File: config.mk
export PLATFORM = sky130hd
export DESIGN_NAME = instr_encoder_flat
export DESIGN_NICKNAME = d
export VERILOG_FILES = /design/src/rtl/instr_encoder_if.sv /design/src/rtl/instr_encoder.sv /design/src/flat_wrapper.sv
export SDC_FILE = /design/constraint.sdc
export NUM_CORES = 1
export LEC_CHECK = 0
export BUFFER_PORTS_ARGS = -buffer_cell sky130_fd_sc_hd__buf_2
export CAP_MARGIN = 20
export CORE_MARGIN = 2
export CORE_UTILIZATION = 53
export DETAILED_ROUTE_END_ITERATION = 12
export HOLD_SLACK_MARGIN = 0.12
export PLACE_DENSITY = 0.88
export SLEW_MARGIN = 30
export SYNTH_ARGS = -nofsm -noshare
export SYNTH_HDL_FRONTEND = slang
export SYNTH_SLANG_ARGS = --single-unit
File: constraint.sdc
create_clock -name clk -period 4.2 [get_ports clk]
set_clock_uncertainty 0.1 [all_clocks]
set_input_delay 0.84 -clock clk [delete_from_list [all_inputs] [get_ports clk]]
set_output_delay 0.84 -clock clk [all_outputs]
set_load 0.01 [all_outputs]
File: src/rtl/instr_encoder_if.sv
// Handshake bundle between a producer of decoded LEGv8 operations and the
// instruction encoder. The encoder sits on the slave modport; the loader or
// bench that feeds it sits on the master modport.
interface instr_encoder_if #(
  parameter int ADDR_W = 64
);
  // input side: decoded operation
  logic              in_valid;
  logic              in_ready;
  logic [2:0]        in_op;
  logic [4:0]        in_rd;
  logic [4:0]        in_rn;
  logic [63:0]       in_imm;
  // output side: encoded word and its byte address
  logic              out_valid;
  logic              out_ready;
  logic [31:0]       out_instr;
  logic [ADDR_W-1:0] out_addr;

  modport master (
    output in_valid, in_op, in_rd, in_rn, in_imm, out_ready,
    input  in_ready, out_valid, out_instr, out_addr
  );

  modport slave (
    input  in_valid, in_op, in_rd, in_rn, in_imm, out_ready,
    output in_ready, out_valid, out_instr, out_addr
  );
endinterface

File: src/rtl/instr_encoder.sv
// instr_encoder: packs a decoded LEGv8 operation (CBZ/LDUR/STUR/ADDI) into a
// 32-bit instruction word and streams it out with a byte address for
// instruction-memory loading. One register stage; 1 word/cycle throughput.
// Inputs whose op is illegal or whose immediate does not fit the field are
// dropped, flagged with a one-cycle err pulse and counted (saturating).
// Optional: define INSTR_ENCODER_ROUNDTRIP_CHECK_EN to add a sticky chk_fail
// output that re-extracts each registered immediate and compares it against
// the input immediate.
module instr_encoder #(
  parameter int                ADDR_W    = 64,
  parameter logic [ADDR_W-1:0] BASE_ADDR = '0
) (
  input  logic                 clk,
  input  logic                 reset,
  instr_encoder_if.slave       bus,
  output logic                 err,
  output logic [7:0]           err_count
`ifdef INSTR_ENCODER_ROUNDTRIP_CHECK_EN
  ,
  output logic                 chk_fail
`endif
);

  localparam logic [2:0] OP_CBZ  = 3'd0;
  localparam logic [2:0] OP_LDUR = 3'd1;
  localparam logic [2:0] OP_STUR = 3'd2;
  localparam logic [2:0] OP_ADDI = 3'd3;

  typedef struct packed {
    logic [2:0]  op;
    logic [4:0]  rd;
    logic [4:0]  rn;
    logic [63:0] imm;
  } req_t;

  // True when v is representable as an n-bit two's complement value,
  // i.e. bits [63:n-1] are all copies of the sign.
  function automatic logic fits(input logic [63:0] v, input int n);
    logic [63:0] hi;
    hi = $signed(v) >>> (n - 1);
    return (hi == '0) || (hi == '1);
  endfunction

  req_t              req;
  logic [31:0]       word;
  logic              op_ok;
  logic              imm_ok;
  logic              legal;
  logic              acc;
  logic              xfer;
  logic              rdy;

  logic              vld_q;
  logic [31:0]       instr_q;
  logic [ADDR_W-1:0] addr_q;

  assign req = '{op: bus.in_op, rd: bus.in_rd, rn: bus.in_rn, imm: bus.in_imm};

  // Format selection and immediate range check for the incoming operation.
  always_comb begin
    word   = '0;
    op_ok  = 1'b1;
    imm_ok = 1'b0;
    case (req.op)
      OP_CBZ: begin
        word   = {8'b10110100, req.imm[18:0], req.rd};
        imm_ok = fits(req.imm, 19);
      end
      OP_LDUR: begin
        word   = {11'b11111000010, req.imm[8:0], 2'b00, req.rn, req.rd};
        imm_ok = fits(req.imm, 9);
      end
      OP_STUR: begin
        word   = {11'b11111000000, req.imm[8:0], 2'b00, req.rn, req.rd};
        imm_ok = fits(req.imm, 9);
      end
      OP_ADDI: begin
        word   = {10'b1001000100, req.imm[11:0], req.rn, req.rd};
        imm_ok = fits(req.imm, 12);
      end
      default: op_ok = 1'b0;
    endcase
  end

  assign legal = op_ok & imm_ok;

  // Ready only looks at the output stage so the producer never sees a
  // combinational path from its own valid back to ready.
  assign rdy  = !vld_q | bus.out_ready;
  assign acc  = bus.in_valid & rdy;
  assign xfer = vld_q & bus.out_ready;

  assign bus.in_ready  = rdy;
  assign bus.out_valid = vld_q;
  assign bus.out_instr = instr_q;
  assign bus.out_addr  = addr_q;

  // Byte address of the presented word; advances only when a word leaves,
  // so a word accepted alongside a transfer lands at the next address.
  always_ff @(posedge clk or negedge reset) begin
    if (!reset)    addr_q <= BASE_ADDR;
    else if (xfer) addr_q <= addr_q + ADDR_W'(4);
  end

  // Output word register. Held stable while stalled because acc is low then.
  always_ff @(posedge clk or negedge reset) begin
    if (!reset) begin
      vld_q   <= 1'b0;
      instr_q <= '0;
    end else if (acc && legal) begin
      vld_q   <= 1'b1;
      instr_q <= word;
    end else if (xfer) begin
      vld_q   <= 1'b0;
    end
  end

  // Rejection pulse and saturating reject counter.
  always_ff @(posedge clk or negedge reset) begin
    if (!reset) begin
      err       <= 1'b0;
      err_count <= '0;
    end else begin
      err <= acc & !legal;
      if (acc && !legal && err_count != 8'hFF) err_count <= err_count + 8'd1;
    end
  end

`ifdef INSTR_ENCODER_ROUNDTRIP_CHECK_EN
  // Pull the immediate field back out of a word by format and sign-extend it,
  // exactly as the decode/sign-extension path would.
  function automatic logic [63:0] rt_imm(input logic [2:0] op, input logic [31:0] w);
    logic [63:0] r;
    case (op)
      OP_CBZ:           r = {{45{w[23]}}, w[23:5]};
      OP_LDUR, OP_STUR: r = {{55{w[20]}}, w[20:12]};
      default:          r = {{52{w[21]}}, w[21:10]};
    endcase
    return r;
  endfunction

  // Sticky round-trip mismatch flag, set on the edge that raises out_valid.
  always_ff @(posedge clk or negedge reset) begin
    if (!reset)
      chk_fail <= 1'b0;
    else if (acc && legal && (rt_imm(req.op, word) != req.imm))
      chk_fail <= 1'b1;
  end
`endif

endmodule
File: src/flat_wrapper.sv
// flat-port wrapper written by rule: the top's interface ports become plain ports
module instr_encoder_flat 
#(
  parameter int                ADDR_W    = 64,
  parameter logic [ADDR_W-1:0] BASE_ADDR = '0
)
  (clk, reset, err, err_count, bus_in_valid, bus_in_op, bus_in_rd, bus_in_rn, bus_in_imm, bus_out_ready, bus_in_ready, bus_out_valid, bus_out_instr, bus_out_addr);
  instr_encoder_if #(.ADDR_W(ADDR_W)) bus_i ();
  input  logic clk;
  input  logic reset;
  output logic err;
  output logic [7:0] err_count;
  input wire logic [$bits(bus_i.in_valid)-1:0] bus_in_valid;
  input wire logic [$bits(bus_i.in_op)-1:0] bus_in_op;
  input wire logic [$bits(bus_i.in_rd)-1:0] bus_in_rd;
  input wire logic [$bits(bus_i.in_rn)-1:0] bus_in_rn;
  input wire logic [$bits(bus_i.in_imm)-1:0] bus_in_imm;
  input wire logic [$bits(bus_i.out_ready)-1:0] bus_out_ready;
  output wire logic [$bits(bus_i.in_ready)-1:0] bus_in_ready;
  output wire logic [$bits(bus_i.out_valid)-1:0] bus_out_valid;
  output wire logic [$bits(bus_i.out_instr)-1:0] bus_out_instr;
  output wire logic [$bits(bus_i.out_addr)-1:0] bus_out_addr;
  assign bus_i.in_valid = bus_in_valid;
  assign bus_i.in_op = bus_in_op;
  assign bus_i.in_rd = bus_in_rd;
  assign bus_i.in_rn = bus_in_rn;
  assign bus_i.in_imm = bus_in_imm;
  assign bus_i.out_ready = bus_out_ready;
  assign bus_in_ready = bus_i.in_ready;
  assign bus_out_valid = bus_i.out_valid;
  assign bus_out_instr = bus_i.out_instr;
  assign bus_out_addr = bus_i.out_addr;
  instr_encoder #(.ADDR_W(ADDR_W), .BASE_ADDR(BASE_ADDR)) u_core (.clk(clk), .reset(reset), .bus(bus_i), .err(err), .err_count(err_count));
endmodule
# Yosys cells after proc, flatten, opt, wreduce, memory -nomap -nowiden

Index checks and enable logic that the tools add are counted.

Eq/ne operators: 7
$lt $le $gt $ge: 0
Shift operators: 0
Divide/modulo/power cells: 0
Reductions and logical operators: 15
Multipliers: 0
Bitwise operators: 5
Mux-type cells: 5
$add $sub $neg: 2

Operator list:

| kind                    | count |
|---|---|
| $eq A64 B64 Y1 const B  | 3 |
| $logic_not A64 Y1       | 3 |
| $pmux W32 S4            | 1 |
| $add A64 B3 Y64 const B | 1 |
| $add A8 B1 Y8 const B   | 1 |
| $ne A8 B8 Y1 const B    | 1 |
| $eq A3 B2 Y1 const B    | 2 |
| $and A1 B1 Y1           | 4 |
| $reduce_or A4 Y1        | 1 |
| $eq A3 B1 Y1 const B    | 1 |
| $logic_and A1 B1 Y1     | 3 |
| $logic_not A3 Y1        | 1 |
| $logic_or A1 B1 Y1      | 3 |
| $mux W1                 | 3 |
| $pmux W1 S3             | 1 |
| $logic_not A1 Y1        | 2 |
| $reduce_bool A2 Y1      | 1 |
| $reduce_or A2 Y1        | 1 |
| $or A1 B1 Y1            | 1 |

RAM bits: 0
Output and inout bits: 107
Memory bits (read-only): 0
Logic and storage cells: 39
Flip-flop bits (word level): 106
Input port bits: 81
Memories kept: 0
Latch bits: 0

# Longest topological paths before layout

Gate-level depths: netlist (run 1).

Depth in word-level cells: 7
Gate-level depth with buffers: 9
Mapped depth without buffers: 6

# Worst setup path after synthesis (run 1)

OpenSTA, ideal clock, no wires.

Path kind: input to register
From: input bus_in_op[2]
To: register u_core.instr_q[10], in the netlist u_core.bus.out_instr[10]
Setup time: 125 ps
Required time: 3975 ps
Path buffers: 3
Path slack: 1176 ps
Stages: 9
Arrival time: 2799 ps
Path through: clkbuf_1 > and4b_1 > maj3_1 > a21oi_1 > o32ai_1 > nand4b_1 > buf_2 > buf_2 > mux2_2

Cells in the longest elaborated chain, start to end: 5
Elaborated cells between the ends (all ways): 11
Those cells by class: 3 x eq/ne; 3 x mux; 1 x bitwise; 4 x reduce/logical

RTL lines:

| what                                                                  | RTL line             | RTL |
|---|---|---|
| start: declaration                                                    | flat_wrapper.sv:14   | `input wire logic [$bits(bus_i.in_op)-1:0] bus_in_op;` |
| $eq A3 B1 Y1, or another cell as far along                            | instr_encoder.sv:64  | `case (req.op)` |
| $reduce_or A2 Y1 (no line) / $reduce_or A4 Y1 (equally long branches) | --                   |  |
| $pmux W1 S3 / $mux W1 (equally long branches)                         | instr_encoder.sv:64  |  |
| $and A1 B1 Y1                                                         | instr_encoder.sv:85  | `assign legal = op_ok & imm_ok;` |
| $logic_and A1 B1 Y1                                                   | instr_encoder.sv:110 | `end else if (acc && legal) begin` |
| end signal: assignment                                                | instr_encoder.sv:112 | `instr_q <= word;` |
| end: declaration                                                      | instr_encoder.sv:54  | `logic [31:0] instr_q;` |

Several ways; a longest one is shown, not always the timed one.
A chain may end at the register's enable or synchronous reset.

# Final worst setup path (run 1)

From: register u_core.addr_q[13], in the netlist u_core.bus.out_addr[13]
To: register u_core.addr_q[42], in the netlist u_core.bus.out_addr[42]

Cells in the longest elaborated chain, start to end: 1

RTL lines:

| what                     | RTL line             | RTL |
|---|---|---|
| start: declaration       | instr_encoder.sv:55  | `logic [ADDR_W-1:0] addr_q;` |
| start signal: assignment | instr_encoder.sv:102 | `else if (xfer) addr_q <= addr_q + ADDR_W'(4);` |
| $add A64 B3 Y64          | instr_encoder.sv:102 |  |

Every way passes these cells.

==> impl_summary.log, run 1 <==
INFO  metric regToRegSetupSlack = roughly 1.2 ns
INFO  metric clk_path_buf_depth = 2
INFO  metric synth_top_area_share = 50.4%
INFO  metric cp.required = 4.35 ns
INFO  metric layout.cells.non_filler = 753
INFO  metric synth.distinct_cells = 42
INFO  metric track_usage = approximately a quarter
INFO  metric final_period_minus_worst_setup_slack = 2.99 ns
INFO  metric grt_pass1_vias = 4226
INFO  metric timing.setup.critical_path_class = register to register
INFO  metric wl_per_cell = 16.5 µm
INFO  metric fillCellCount = around 740
INFO  metric synth_top_cell_by_area = sky130_fd_sc_hd__dfrtp_1
INFO  metric crit_arrival = approximately 3.2 ns
INFO  metric drive_above_1_share = 38.0%
INFO  metric number_of_h_tree_levels = 3
INFO  metric syn_area_per_cell = 11.0 µm²
INFO  metric detail_route.first_pass.iterations = 6
INFO  metric initial_utilization = 54.5%
INFO  metric pwr_density_cell = about 310 nW/µm²
INFO  metric core = about 9200 µm²
INFO  metric ios = 188
INFO  metric cts_bufs_inserted = 9
INFO  metric power.static_leakage = 3.16 nW
INFO  metric route.vias.total = 4286
INFO  metric grt_antenna_before_repair = 0
INFO  metric cts_root_buf = sky130_fd_sc_hd__clkbuf_8
INFO  metric die_h = 101 µm
INFO  metric ys_seq_elements = 101
INFO  metric worst_setup_path_start_kind = register
INFO  metric rr_worst_depth = 6
INFO  metric synth_top_cells_by_area = sky130_fd_sc_hd__dfrtp_1, sky130_fd_sc_hd__xnor2_1, sky130_fd_sc_hd__mux2_2, sky130_fd_sc_hd__nand4_1, sky130_fd_sc_hd__xor2_1
INFO  metric summed_instance_area_of_the_synthesized_netlist = 5010 µm²
INFO  metric r2r-start = u_core.bus.out_addr[13]
INFO  metric finalHoldViolCount = 0
INFO  metric synthesis_warnings = 0
INFO  metric place_inst = 737
INFO  metric timing.fmax = about 330 MHz
INFO  metric rsz_0062_raised_after_global_routing = no
INFO  metric timing.critical_path.to_type = register
INFO  metric cts_sinks = 101
INFO  metric synth_enable_flop_cells = 0
INFO  metric setup_viol_count_final = 0
INFO  metric finalCritPeriodShare = 71.2%
INFO  metric area_delta_synth_final = 23.5%
INFO  metric wl = 12400 µm
INFO  metric finalMaxSlewViolations = 0
INFO  metric ant_nets = 0
INFO  metric reg2reg_to = u_core.bus.out_addr[42]
INFO  metric critPathMaxFanout = 10
INFO  metric cap_viol_max_count = 0
INFO  metric grt_start_max_net_pins = 78
INFO  metric io_buffers = 184
INFO  metric cts_resized = 0
INFO  metric tightestPinTransition = ~0.77 ns
INFO  metric synthesis.instances = 457
INFO  metric cts_post_setup_buffers_inserted = 0
INFO  metric outcome = completed
INFO  metric route.detailed.vias_per_inst = 5.69
INFO  metric asyncSetResetFlopFracSynth = 100%
INFO  metric ctsHoldBuffers = 0
INFO  metric fp-row-count = 35
INFO  metric ir_worst_vdd = roughly 0.15 mV
INFO  metric design.final.nets = 720
INFO  metric worstSkewPairLatency = 0.36 ns
INFO  metric antenna_cells_inserted = 0
INFO  metric tritoncts_clock_tree = yes
INFO  metric route.detailed.drc = 0
INFO  metric global_route_wire_length_before_repair = 19700 µm
INFO  metric tns = 0 ns
INFO  metric die_width = 101 µm
INFO  metric fp.dieArea = between 10000 and 15000 µm²
INFO  metric ys_flop_type = sky130_fd_sc_hd__dfrtp_1
INFO  metric clkSlewWorstSetupHoldPaths = 0.10 ns
INFO  metric dp_hpwl = approximately 9600 µm
INFO  metric drtIter0Drc = 109
INFO  metric max_slew_headroom = 48.4%
INFO  metric synth_seq_area_share = 50.4%
INFO  metric globalRouteOverflowTotal = 0
INFO  metric gp_routability_congestion = 0.890
INFO  metric hp-class = input port to async pin
## where the power goes
part | switching (mW) | internal [mW]
Clock | 0.335 | 0.279
Sequential | 0.0484 | 1.01
Combinational | 0.131 | 0.114
## cells in the final DEF, fill, tap and decap left out, types with 5 or more instances in the layout
cell type,synthesis,layout
sky130_fd_sc_hd__nand2b_1,14,14
sky130_fd_sc_hd__nor4_1,18,18
sky130_fd_sc_hd__nand3_1,22,22
sky130_fd_sc_hd__xnor2_1,52,52
sky130_fd_sc_hd__mux2_2,35,35
sky130_fd_sc_hd__nand4_1,35,35
sky130_fd_sc_hd__xor2_1,15,15
sky130_fd_sc_hd__and3_1,7,7
sky130_fd_sc_hd__clkbuf_8,0,9
sky130_fd_sc_hd__dfrtp_1,101,101
sky130_fd_sc_hd__o211ai_1,10,10
sky130_fd_sc_hd__nor2_1,14,14
sky130_fd_sc_hd__inv_1,5,5
sky130_fd_sc_hd__o21ai_0,16,16
sky130_fd_sc_hd__nor3_1,17,17
sky130_fd_sc_hd__buf_2,2,183
sky130_fd_sc_hd__nand2_1,34,34
## through the flow
step	total power, mW	utilization [%]	cell area [µm²]	setup slack (ns)	hold WS [ns]
finish	1.92	67.4	6190	1.21	0.378
global route	2.02	67.4	6190	1.04	0.384
CTS	1.94	67.3	6190	1.20	0.376
detailed placement	1.33	65.2	6000	0.946	0.359
global placement	1.31	65.2	6000	1.03	0.360
floorplan	1.19	-	5020	1.18	0.407
## per-layer routing
metal	GRT usage [%]	vias to the layer above	routed length, µm
met4	9.36	0	205
met5	0	-	0
met2	44.1	177	6660
li1	-	2006	-
met3	3.66	20	687
met1	29.0	2083	4840
## cell type report
type	instances	area [µm²]	share of cell area, %
clock buffer	11	131	2.12
clock inverter	5	60.1	0.970
inverter	5	18.8	0.303
multi-input combinational	334	2380	38.4
sequential	101	2530	40.8
tap	111	139	2.24
timing repair buffer	186	942	15.2
## worst max-delay path, cell delays in order, from the launching register on
cell	delay, ns
sky130_fd_sc_hd__dfrtp_1	0.46
sky130_fd_sc_hd__nand4_1	0.17
sky130_fd_sc_hd__or4_4	0.56
sky130_fd_sc_hd__or3_1	0.55
sky130_fd_sc_hd__nor4_1	0.69
sky130_fd_sc_hd__nand4_1	0.20
sky130_fd_sc_hd__xnor2_1	0.16
## logic make-up (layout without fill, tap and decap cells)
kind of cell | Yosys count | in the layout | synth area share, %
adders and majority gates | 4 | 4 | 0.898
other | 1 | 3 | 0.0748
DFF | 101 | 101 | 50.4
xor gates and xnor gates | 67 | 67 | 11.7
and+or+nand+nor | 189 | 189 | 21.9
AOI/OAI and AO/OA | 32 | 32 | 3.99
buffers and inverters | 24 | 207 | 2.37
muxes | 39 | 39 | 8.66
## flip-flops by register name (all words and copies together), names as in the netlist
| register | cells |
|---|---|
| u_core.bus.out_addr | 62 |
| u_core.bus.out_instr | 29 |
| u_core.err_count | 8 |
| u_core.bus.out_valid | 1 |
| u_core.err | 1 |
## how the worst max path moves through the flow
stage / depth (start not counted) / from / slack, ns / end
after floorplan: 9 / bus_in_op[2] / 1.18 / u_core.bus.out_instr[10]
after global placement: 7 / bus_in_imm[11] / 1.03 / u_core.err_count[1]
after detailed placement: 8 / bus_in_imm[11] / 0.95 / u_core.bus.out_instr[14]
after CTS: 6 / u_core.bus.out_addr[13] / 1.20 / u_core.bus.out_addr[42]
after global routing: 6 / u_core.bus.out_addr[13] / 1.04 / u_core.bus.out_addr[61]
final: 6 / u_core.bus.out_addr[13] / 1.21 / u_core.bus.out_addr[42]
## cell usage after synthesis (4+ instances only)
cell	number
sky130_fd_sc_hd__nor3_1	17
sky130_fd_sc_hd__nand4_1	35
sky130_fd_sc_hd__mux2i_1	4
sky130_fd_sc_hd__nand3_1	22
sky130_fd_sc_hd__nor4_1	18
sky130_fd_sc_hd__nand2b_1	14
sky130_fd_sc_hd__buf_4	5
sky130_fd_sc_hd__inv_1	5
sky130_fd_sc_hd__and2_1	4
sky130_fd_sc_hd__and4_1	4
sky130_fd_sc_hd__nand2_1	34
sky130_fd_sc_hd__o21ai_0	16
sky130_fd_sc_hd__o211ai_1	10
sky130_fd_sc_hd__mux2_2	35
sky130_fd_sc_hd__dfrtp_1	101
sky130_fd_sc_hd__nor2_1	14
sky130_fd_sc_hd__clkbuf_1	9
sky130_fd_sc_hd__xnor2_1	52
sky130_fd_sc_hd__xor2_1	15
sky130_fd_sc_hd__and3_1	7
Power figures use the tool's default switching activity.
==> run 2: changes to the inputs <==
--- a/config.mk
+++ b/config.mk
@@ -8,10 +8,10 @@
 export BUFFER_PORTS_ARGS = -buffer_cell sky130_fd_sc_hd__buf_2
 export CAP_MARGIN = 20
 export CORE_MARGIN = 2
-export CORE_UTILIZATION = 53
+export CORE_UTILIZATION = 50
 export DETAILED_ROUTE_END_ITERATION = 12
 export HOLD_SLACK_MARGIN = 0.12
-export PLACE_DENSITY = 0.88
+export PLACE_DENSITY = 0.84
 export SLEW_MARGIN = 30
 export SYNTH_ARGS = -nofsm -noshare
 export SYNTH_HDL_FRONTEND = slang
==> constraint.sdc (replaced) <==
create_clock -name clk -period 3.1 [get_ports clk]
set_clock_uncertainty 0.1 [all_clocks]
set_input_delay 0.62 -clock clk [delete_from_list [all_inputs] [get_ports clk]]
set_output_delay 0.62 -clock clk [all_outputs]
set_load 0.01 [all_outputs]
==> run 2 against run 1 <==
  * Non-clock buffer count is 8 higher
  * Largest power group unchanged
  * Worst setup slack got worse by 0.94 ns
  * Sequential power increased by 36%
  * Critical endpoint is now u_core.bus.out_addr[50]
  * Global-route usage is 0.13 points lower
  * First-iteration DRC count rose by 99%
  * Clock power up 68%
  * Maximum frequency is 5.7% higher
==> impl_summary.log, run 2 (synthesis gave the netlist of run 1 again) <==
INFO  metric crit_arrival = 2.99 ns (was 3.15 ns)
INFO  metric grt_pass1_vias = 4349 (was 4226)
INFO  metric cap_viol_max_count = 0 (unchanged)
INFO  metric ir_worst_vdd = 0.205 mV (was 0.150 mV)
INFO  metric ctsHoldBuffers = 0 (unchanged)
INFO  metric global_route_wire_length_before_repair = 20900 µm (was 19700 µm)
INFO  metric max_slew_headroom = 56.5% (was 48.4%)
INFO  metric core = 9770 µm² (was 9200 µm²)
INFO  metric design.final.nets = 728 (was 720)
INFO  metric ios = 188 (unchanged)
INFO  metric combPwrFrac = 12.2% (was 12.8%)
INFO  metric cts_resized = 0 (unchanged)
INFO  metric grt_antenna_before_repair = 0 (unchanged)
INFO  metric finalCritPeriodShare = 91.3% (was 71.2%)
INFO  metric tightestPinTransition = 0.648 ns (was 0.771 ns)
INFO  metric pwr_density_cell = 441 nW/µm² (was 310 nW/µm²)
INFO  metric grt_start_max_net_pins = 64 (was 78)
INFO  metric tritoncts_clock_tree = yes (unchanged)
INFO  metric hp-class = input port to async pin (unchanged)
INFO  metric tot_pwr = 2.81 mW (was 1.92 mW)
INFO  metric globalRouteOverflowTotal = 0 (unchanged)
INFO  metric io_buffers = 184 (unchanged)
INFO  metric multi_input_area = 2380 µm² (unchanged)
INFO  metric critPathMaxFanout = 10 (unchanged)
INFO  metric layout_common_cells = sky130_fd_sc_hd__buf_2, sky130_fd_sc_hd__dfrtp_1, sky130_fd_sc_hd__xnor2_1, sky130_fd_sc_hd__nand4_1, sky130_fd_sc_hd__mux2_2 (unchanged)
INFO  metric worstSkewPairLatency = 0.37 ns (was 0.36 ns)
INFO  metric cts_post_setup_buffers_inserted = 0 (unchanged)
INFO  metric number_of_h_tree_levels = 3 (unchanged)
INFO  metric place_inst = 767 (was 737)
INFO  metric route.detailed.drc = 0 (unchanged)
INFO  metric area_delta_synth_final = 26.9% (was 23.5%)
INFO  metric timing.critical_path.to_type = register (unchanged)
INFO  metric initial_utilization = 51.3% (was 54.5%)
INFO  metric dp_hpwl = 10000 µm (was 9630 µm)
INFO  metric gp_routability_congestion = 0.927 (was 0.890)
INFO  metric fillCellCount = 778 (was 738)
INFO  metric die_width = 104 µm (was 101 µm)
INFO  metric drtIter0Drc = 217 (was 109)
INFO  metric swShare = 25.4% (was 26.8%)
INFO  metric fp.dieArea = 10800 µm² (was 10300 µm²)
INFO  metric clk_path_buf_depth = 2 (unchanged)
INFO  metric final.setup.worst_slack = 0.270 ns (was 1.21 ns)
INFO  metric setup_viol_count_final = 0 (unchanged)
INFO  metric wl_per_cell = 16.5 µm (about the same)
INFO  metric timing.setup.critical_path_class = register to register (unchanged)
INFO  metric detail_route.first_pass.iterations = 4 (was 6)
INFO  metric share_of_total_power_in_sequential_cells = 51.1% (was 55.2%)
INFO  metric fp-row-count = 36 (was 35)
INFO  metric clkSlewWorstSetupHoldPaths = 0.10 ns (about the same)
INFO  metric antenna_cells_inserted = 0 (unchanged)
INFO  metric wl = 12900 µm (was 12400 µm)
INFO  metric cts_root_buf = sky130_fd_sc_hd__clkbuf_8 (unchanged)
INFO  metric finalHoldViolCount = 0 (unchanged)
INFO  metric intPower = 2.10 mW (was 1.40 mW)
INFO  metric die_h = 104 µm (was 101 µm)
INFO  metric commonest_non_fill_non_tap_cell_in_the_layout = sky130_fd_sc_hd__buf_2 (unchanged)
INFO  metric outcome = completed (unchanged)
INFO  metric track_usage = 24.1% (was 24.3%)
INFO  metric timing.fmax = 353 MHz (was 334 MHz)
INFO  metric largest_reg_flops = 62 (unchanged)
INFO  metric rsz_0062_raised_after_global_routing = no (unchanged)
INFO  metric worst_setup_path_start_kind = register (unchanged)
INFO  metric finalMaxSlewViolations = 0 (unchanged)
INFO  metric cp_cell_sequence = nand4_1 -> or4_4 -> or3_1 -> nor4_4 -> nand4_1 -> xnor2_1 (was nand4_1 -> or4_4 -> or3_1 -> nor4_1 -> nand4_1 -> xnor2_1)
INFO  metric placement.setup.worst_slack = 0.188 ns (was 0.946 ns)
INFO  metric route.detailed.vias_per_inst = 5.51 (was 5.69)
INFO  metric tns = 0 ns (unchanged)
INFO  metric critical_path.slowest_cell = sky130_fd_sc_hd__or3_1 (was sky130_fd_sc_hd__nor4_1)
INFO  metric ant_nets = 0 (unchanged)
INFO  metric biggest_cell_delay_along_the_critical_path = 0.55 ns (was 0.69 ns)
INFO  metric placed_area = 6110 µm² (was 6000 µm²)
INFO  metric drive_above_1_share = 39.1% (was 38.0%)
INFO  metric cp.required = 3.26 ns (was 4.35 ns)
INFO  metric cts_bufs_inserted = 9 (unchanged)
INFO  metric critical-path-top-cell-by-count = sky130_fd_sc_hd__nand4_1 (unchanged)
INFO  metric final_period_minus_worst_setup_slack = 2.83 ns (was 2.99 ns)
INFO  metric cts_sinks = 101 (unchanged)
INFO  metric route.vias.total = 4311 (was 4286)
INFO  metric layout.cells.non_filler = 783 (was 753)
INFO  metric power.clock.fraction = 36.7% (was 32.0%)
INFO  metric seqCellArea = 2530 µm² (unchanged)
INFO  metric stdcell_area = 6360 µm² (was 6190 µm²)
INFO  metric switchingPower = 714 µW (was 515 µW)
INFO  metric power.static_leakage = 3.24 nW (was 3.16 nW)
run 2: per-layer routing:
metal	global-route usage, %	wire length (µm)
met1	28.5	5050
met2	43.3	6840
met3	5.51	745
met4	8.20	293
met5	0	0
run 2: power groups by stage:
stage	logic (mW)	registers (mW)	clock network [mW]
global placement	0.330	1.46	0
global route	0.382	1.44	1.10
CTS	0.346	1.44	1.05
detailed placement	0.347	1.46	0
floorplan	0.140	1.47	0
finish	0.343	1.44	1.03
run 2: area by class of cell:
cell class,instances,share of cell area [%]
sequential,101,39.7
inverter,5,0.295
tap,133,2.61
multi-input combinational,334,37.3
timing repair buffer,194,16.1
clock inverter,6,1.81
clock buffer,10,2.16
run 2: final timing paths:
kind / from / to / slack, ns / cells after the start
worst max-delay path: u_core.bus.out_addr[13] / u_core.bus.out_addr[50] / 0.27 / 6
worst min-delay path: reset / u_core.bus.out_addr[31] / 0.13 / 1
worst max register to register: u_core.bus.out_addr[13] / u_core.bus.out_addr[50] / 0.27 / 6
worst min register to register: u_core.bus.out_addr[63] / u_core.bus.out_addr[63] / 0.39 / 1
max in group asynchronous: reset / u_core.err_count[7] / 2.07 / 2
min in group clk: bus_in_rd[1] / u_core.bus.out_instr[1] / 0.38 / 2
run 2: worst max-delay path, delay by kind of cell, from the launching register on:
| family | cells | cell delay [ns] |
|---|---|---|
| AND/OR/NAND/NOR | 5 | 1.99 |
| flip-flops | 1 | 0.46 |
| XOR/XNOR | 1 | 0.16 |
run 2: per-stage QoR:
| step | hold slack, ns | util, % |
|---|---|---|
| after floorplan | 0.224 | - |
| after global placement | 0.356 | 62.5 |
| after detailed placement | 0.372 | 62.5 |
| after CTS | 0.126 | 65.1 |
| after global routing | 0.132 | 65.1 |
| final | 0.126 | 65.1 |
==> run 3: changes to the inputs <==
--- a/config.mk
+++ b/config.mk
@@ -11,7 +11,7 @@
 export CORE_UTILIZATION = 50
 export DETAILED_ROUTE_END_ITERATION = 12
 export HOLD_SLACK_MARGIN = 0.12
-export PLACE_DENSITY = 0.84
+export PLACE_DENSITY = 0.78
 export SLEW_MARGIN = 30
 export SYNTH_ARGS = -nofsm -noshare
 export SYNTH_HDL_FRONTEND = slang
==> run 3 against run 2 <==
  * Core utilization decreased by 0.65 points
  * First-iteration DRC count decreased by 9.2%
  * Flip-flop and latch count stayed put
  * Die area stayed put
  * Via count decreased by 1.3%
  * Final area shrank 1.0%
  * Routed wire length shrank 5.5%
  * Combinational power barely moved
  * Critical endpoint is now u_core.bus.out_addr[45]
  * Largest power group unchanged
==> impl_summary.log, run 3 (synthesis gave the netlist of run 1 again) <==
INFO  metric cp.required = 3.29 ns (was 3.26 ns)
INFO  metric critPathMaxFanout = 6 (was 10)
INFO  metric global_route_wire_length_before_repair = 20500 µm (was 20900 µm)
INFO  metric grt_pass1_vias = 4383 (was 4349)
INFO  metric cts_bufs_inserted = 9 (unchanged)
INFO  metric track_usage = 23.3% (was 24.1%)
INFO  metric timing.fmax = 357 MHz (was 353 MHz)
INFO  metric route.vias.total = 4254 (was 4311)
INFO  metric commonest_non_fill_non_tap_cell_in_the_layout = sky130_fd_sc_hd__buf_2 (unchanged)
INFO  metric crit_arrival = 2.99 ns (about the same)
INFO  metric design.final.nets = 728 (unchanged)
INFO  metric switchingPower = 711 µW (was 714 µW)
INFO  metric ir_worst_vdd = 0.212 mV (was 0.205 mV)
INFO  metric drive_above_1_share = 39.1% (unchanged)
INFO  metric ios = 188 (unchanged)
INFO  metric route.detailed.drc = 0 (unchanged)
INFO  metric core = 9770 µm² (unchanged)
INFO  metric route.detailed.vias_per_inst = 5.43 (was 5.51)
INFO  metric fin_hold_ws = 0.124 ns (was 0.126 ns)
INFO  metric cts_post_setup_buffers_inserted = 0 (unchanged)
INFO  metric clkSlewWorstSetupHoldPaths = 0.11 ns (was 0.10 ns)
INFO  metric fillCellCount = 836 (was 778)
INFO  metric tot_pwr = 2.58 mW (was 2.81 mW)
INFO  metric share_of_total_power_in_sequential_cells = 55.7% (was 51.1%)
INFO  metric largest_reg_flops = 62 (unchanged)
INFO  metric dp_hpwl = 9610 µm (was 10000 µm)
INFO  metric drtIter0Drc = 197 (was 217)
INFO  metric combPwrFrac = 13.2% (was 12.2%)
INFO  metric ctsHoldBuffers = 0 (unchanged)
INFO  metric swShare = 27.6% (was 25.4%)
INFO  metric grt_antenna_before_repair = 1 (was 0)
INFO  metric grt_start_max_net_pins = 63 (was 64)
INFO  metric rsz_0062_raised_after_global_routing = no (unchanged)
INFO  metric cts_sinks = 101 (unchanged)
INFO  metric pwr_density_cell = 409 nW/µm² (was 441 nW/µm²)
INFO  metric intPower = 1.87 mW (was 2.10 mW)
INFO  metric outcome = completed (unchanged)
INFO  metric clk_path_buf_depth = 2 (unchanged)
INFO  metric power.static_leakage = 3.21 nW (was 3.24 nW)
INFO  metric setup_viol_count_final = 0 (unchanged)
INFO  metric timing.critical_path.to_type = register (unchanged)
INFO  metric final_period_minus_worst_setup_slack = 2.80 ns (was 2.83 ns)
INFO  metric wl_per_cell = 15.6 µm (was 16.5 µm)
INFO  metric cts_resized = 0 (unchanged)
INFO  metric fp.dieArea = 10800 µm² (unchanged)
INFO  metric fp-row-count = 36 (unchanged)
INFO  metric worstSkewPairLatency = 0.38 ns (was 0.37 ns)
INFO  metric area_delta_synth_final = 25.6% (was 26.9%)
INFO  metric layout_common_cells = sky130_fd_sc_hd__buf_2, sky130_fd_sc_hd__dfrtp_1, sky130_fd_sc_hd__xnor2_1, sky130_fd_sc_hd__nand4_1, sky130_fd_sc_hd__mux2_2 (unchanged)
INFO  metric max_slew_headroom = 55.9% (was 56.5%)
INFO  metric finalMaxSlewViolations = 0 (unchanged)
INFO  metric seqCellArea = 2530 µm² (unchanged)
INFO  metric multi_input_area = 2380 µm² (unchanged)
INFO  metric ant_nets = 0 (unchanged)
INFO  metric cap_viol_max_count = 0 (unchanged)
INFO  metric die_width = 104 µm (unchanged)
INFO  metric tritoncts_clock_tree = yes (unchanged)
INFO  metric power.clock.fraction = 31.1% (was 36.7%)
INFO  metric finalCritPeriodShare = 90.5% (was 91.3%)
INFO  metric globalRouteOverflowTotal = 0 (unchanged)
INFO  metric tightestPinTransition = 0.658 ns (was 0.648 ns)
INFO  metric detail_route.first_pass.iterations = 6 (was 4)
INFO  metric io_buffers = 184 (unchanged)
INFO  metric hp-class = input port to async pin (unchanged)
INFO  metric tns = 0 ns (unchanged)
INFO  metric gp_routability_congestion = 0.878 (was 0.927)
INFO  metric timing.setup.critical_path_class = register to register (unchanged)
INFO  metric worst_setup_path_start_kind = register (unchanged)
INFO  metric initial_utilization = 51.3% (unchanged)
INFO  metric wl = 12200 µm (was 12900 µm)
INFO  metric number_of_h_tree_levels = 3 (unchanged)
INFO  metric finalHoldViolCount = 0 (unchanged)
INFO  metric cts_root_buf = sky130_fd_sc_hd__clkbuf_8 (unchanged)
INFO  metric die_h = 104 µm (unchanged)
==> run 3: changes by cell type in the layout (fill, tap and decap cells not counted) <==
cell	previous run	this run
sky130_fd_sc_hd__bufinv_16	3	0
sky130_fd_sc_hd__clkbuf_8	10	11
sky130_fd_sc_hd__clkinv_2	0	2
sky130_fd_sc_hd__clkinv_4	0	2
sky130_fd_sc_hd__diode_2	0	1
sky130_fd_sc_hd__inv_6	2	0
==> run 3: worst paths after layout <==
| path | slack [ns] | depth (start not counted) | from | endpoint |
|---|---|---|---|---|
| max in group asynchronous | 2.09 | 2 | reset | u_core.bus.out_addr[48] |
| worst max register to register | 0.30 | 6 | u_core.bus.out_addr[14] | u_core.bus.out_addr[45] |
| worst min-delay path | 0.12 | 1 | reset | u_core.bus.out_addr[29] |
| worst max-delay path | 0.30 | 6 | u_core.bus.out_addr[14] | u_core.bus.out_addr[45] |
| worst min register to register | 0.37 | 1 | u_core.bus.out_addr[63] | u_core.bus.out_addr[63] |
| min in group clk | 0.37 | 2 | bus_in_rd[4] | u_core.bus.out_instr[4] |
==> run 3: area by class of cell <==
cell class,instances,area share [%]
antenna,1,0.0397
clock buffer,11,2.40
multi-input combinational,334,37.7
tap,133,2.64
inverter,5,0.298
sequential,101,40.1
clock inverter,5,0.556
timing repair buffer,194,16.2
==> run 3: critical path, stage by stage (launching register included) <==
cell and delay [ns]:
sky130_fd_sc_hd__dfrtp_1 0.45, sky130_fd_sc_hd__nand4_1 0.16, sky130_fd_sc_hd__or4_4 0.55, sky130_fd_sc_hd__or3_1 0.51, sky130_fd_sc_hd__or4_4 0.62, sky130_fd_sc_hd__nor3_2 0.14
sky130_fd_sc_hd__xor2_1 0.19
==> run 3: power by group through the flow <==
stage	registers (mW)	logic, mW	clock network [mW]
6_report	1.44	0.340	0.802
5_1_grt	1.45	0.383	0.879
4_1_cts	1.44	0.344	0.815
3_5_place_dp	1.46	0.344	0
3_3_place_gp	1.46	0.329	0
2_1_floorplan	1.47	0.140	0
==> run 3: layer usage <==
| metal | GRT usage (%) | up-vias | share of wire (%) |
|---|---|---|---|
| li1 | - | 2030 | - |
| met1 | 28.5 | 2008 | 40 |
| met2 | 40.2 | 191 | 50 |
| met3 | 5.20 | 25 | 6.8 |
| met4 | 8.98 | 0 | 2.6 |
| met5 | 0 | - | 0 |
==> run 3: per-stage QoR <==
| stage | setup WS (ns) | area, µm² | cells | util (%) |
|---|---|---|---|---|
| 3_5_place_dp | 0.177 | 6110 | 767 | 62.5 |
| 3_3_place_gp | 0.238 | 6110 | 767 | 62.5 |
| 6_report | 0.296 | 6300 | 784 | 64.5 |
| 2_1_floorplan | 0.296 | 5020 | 459 | - |
| 4_1_cts | 0.287 | 6300 | 783 | 64.4 |
| 5_1_grt | 0.139 | 6300 | 784 | 64.5 |
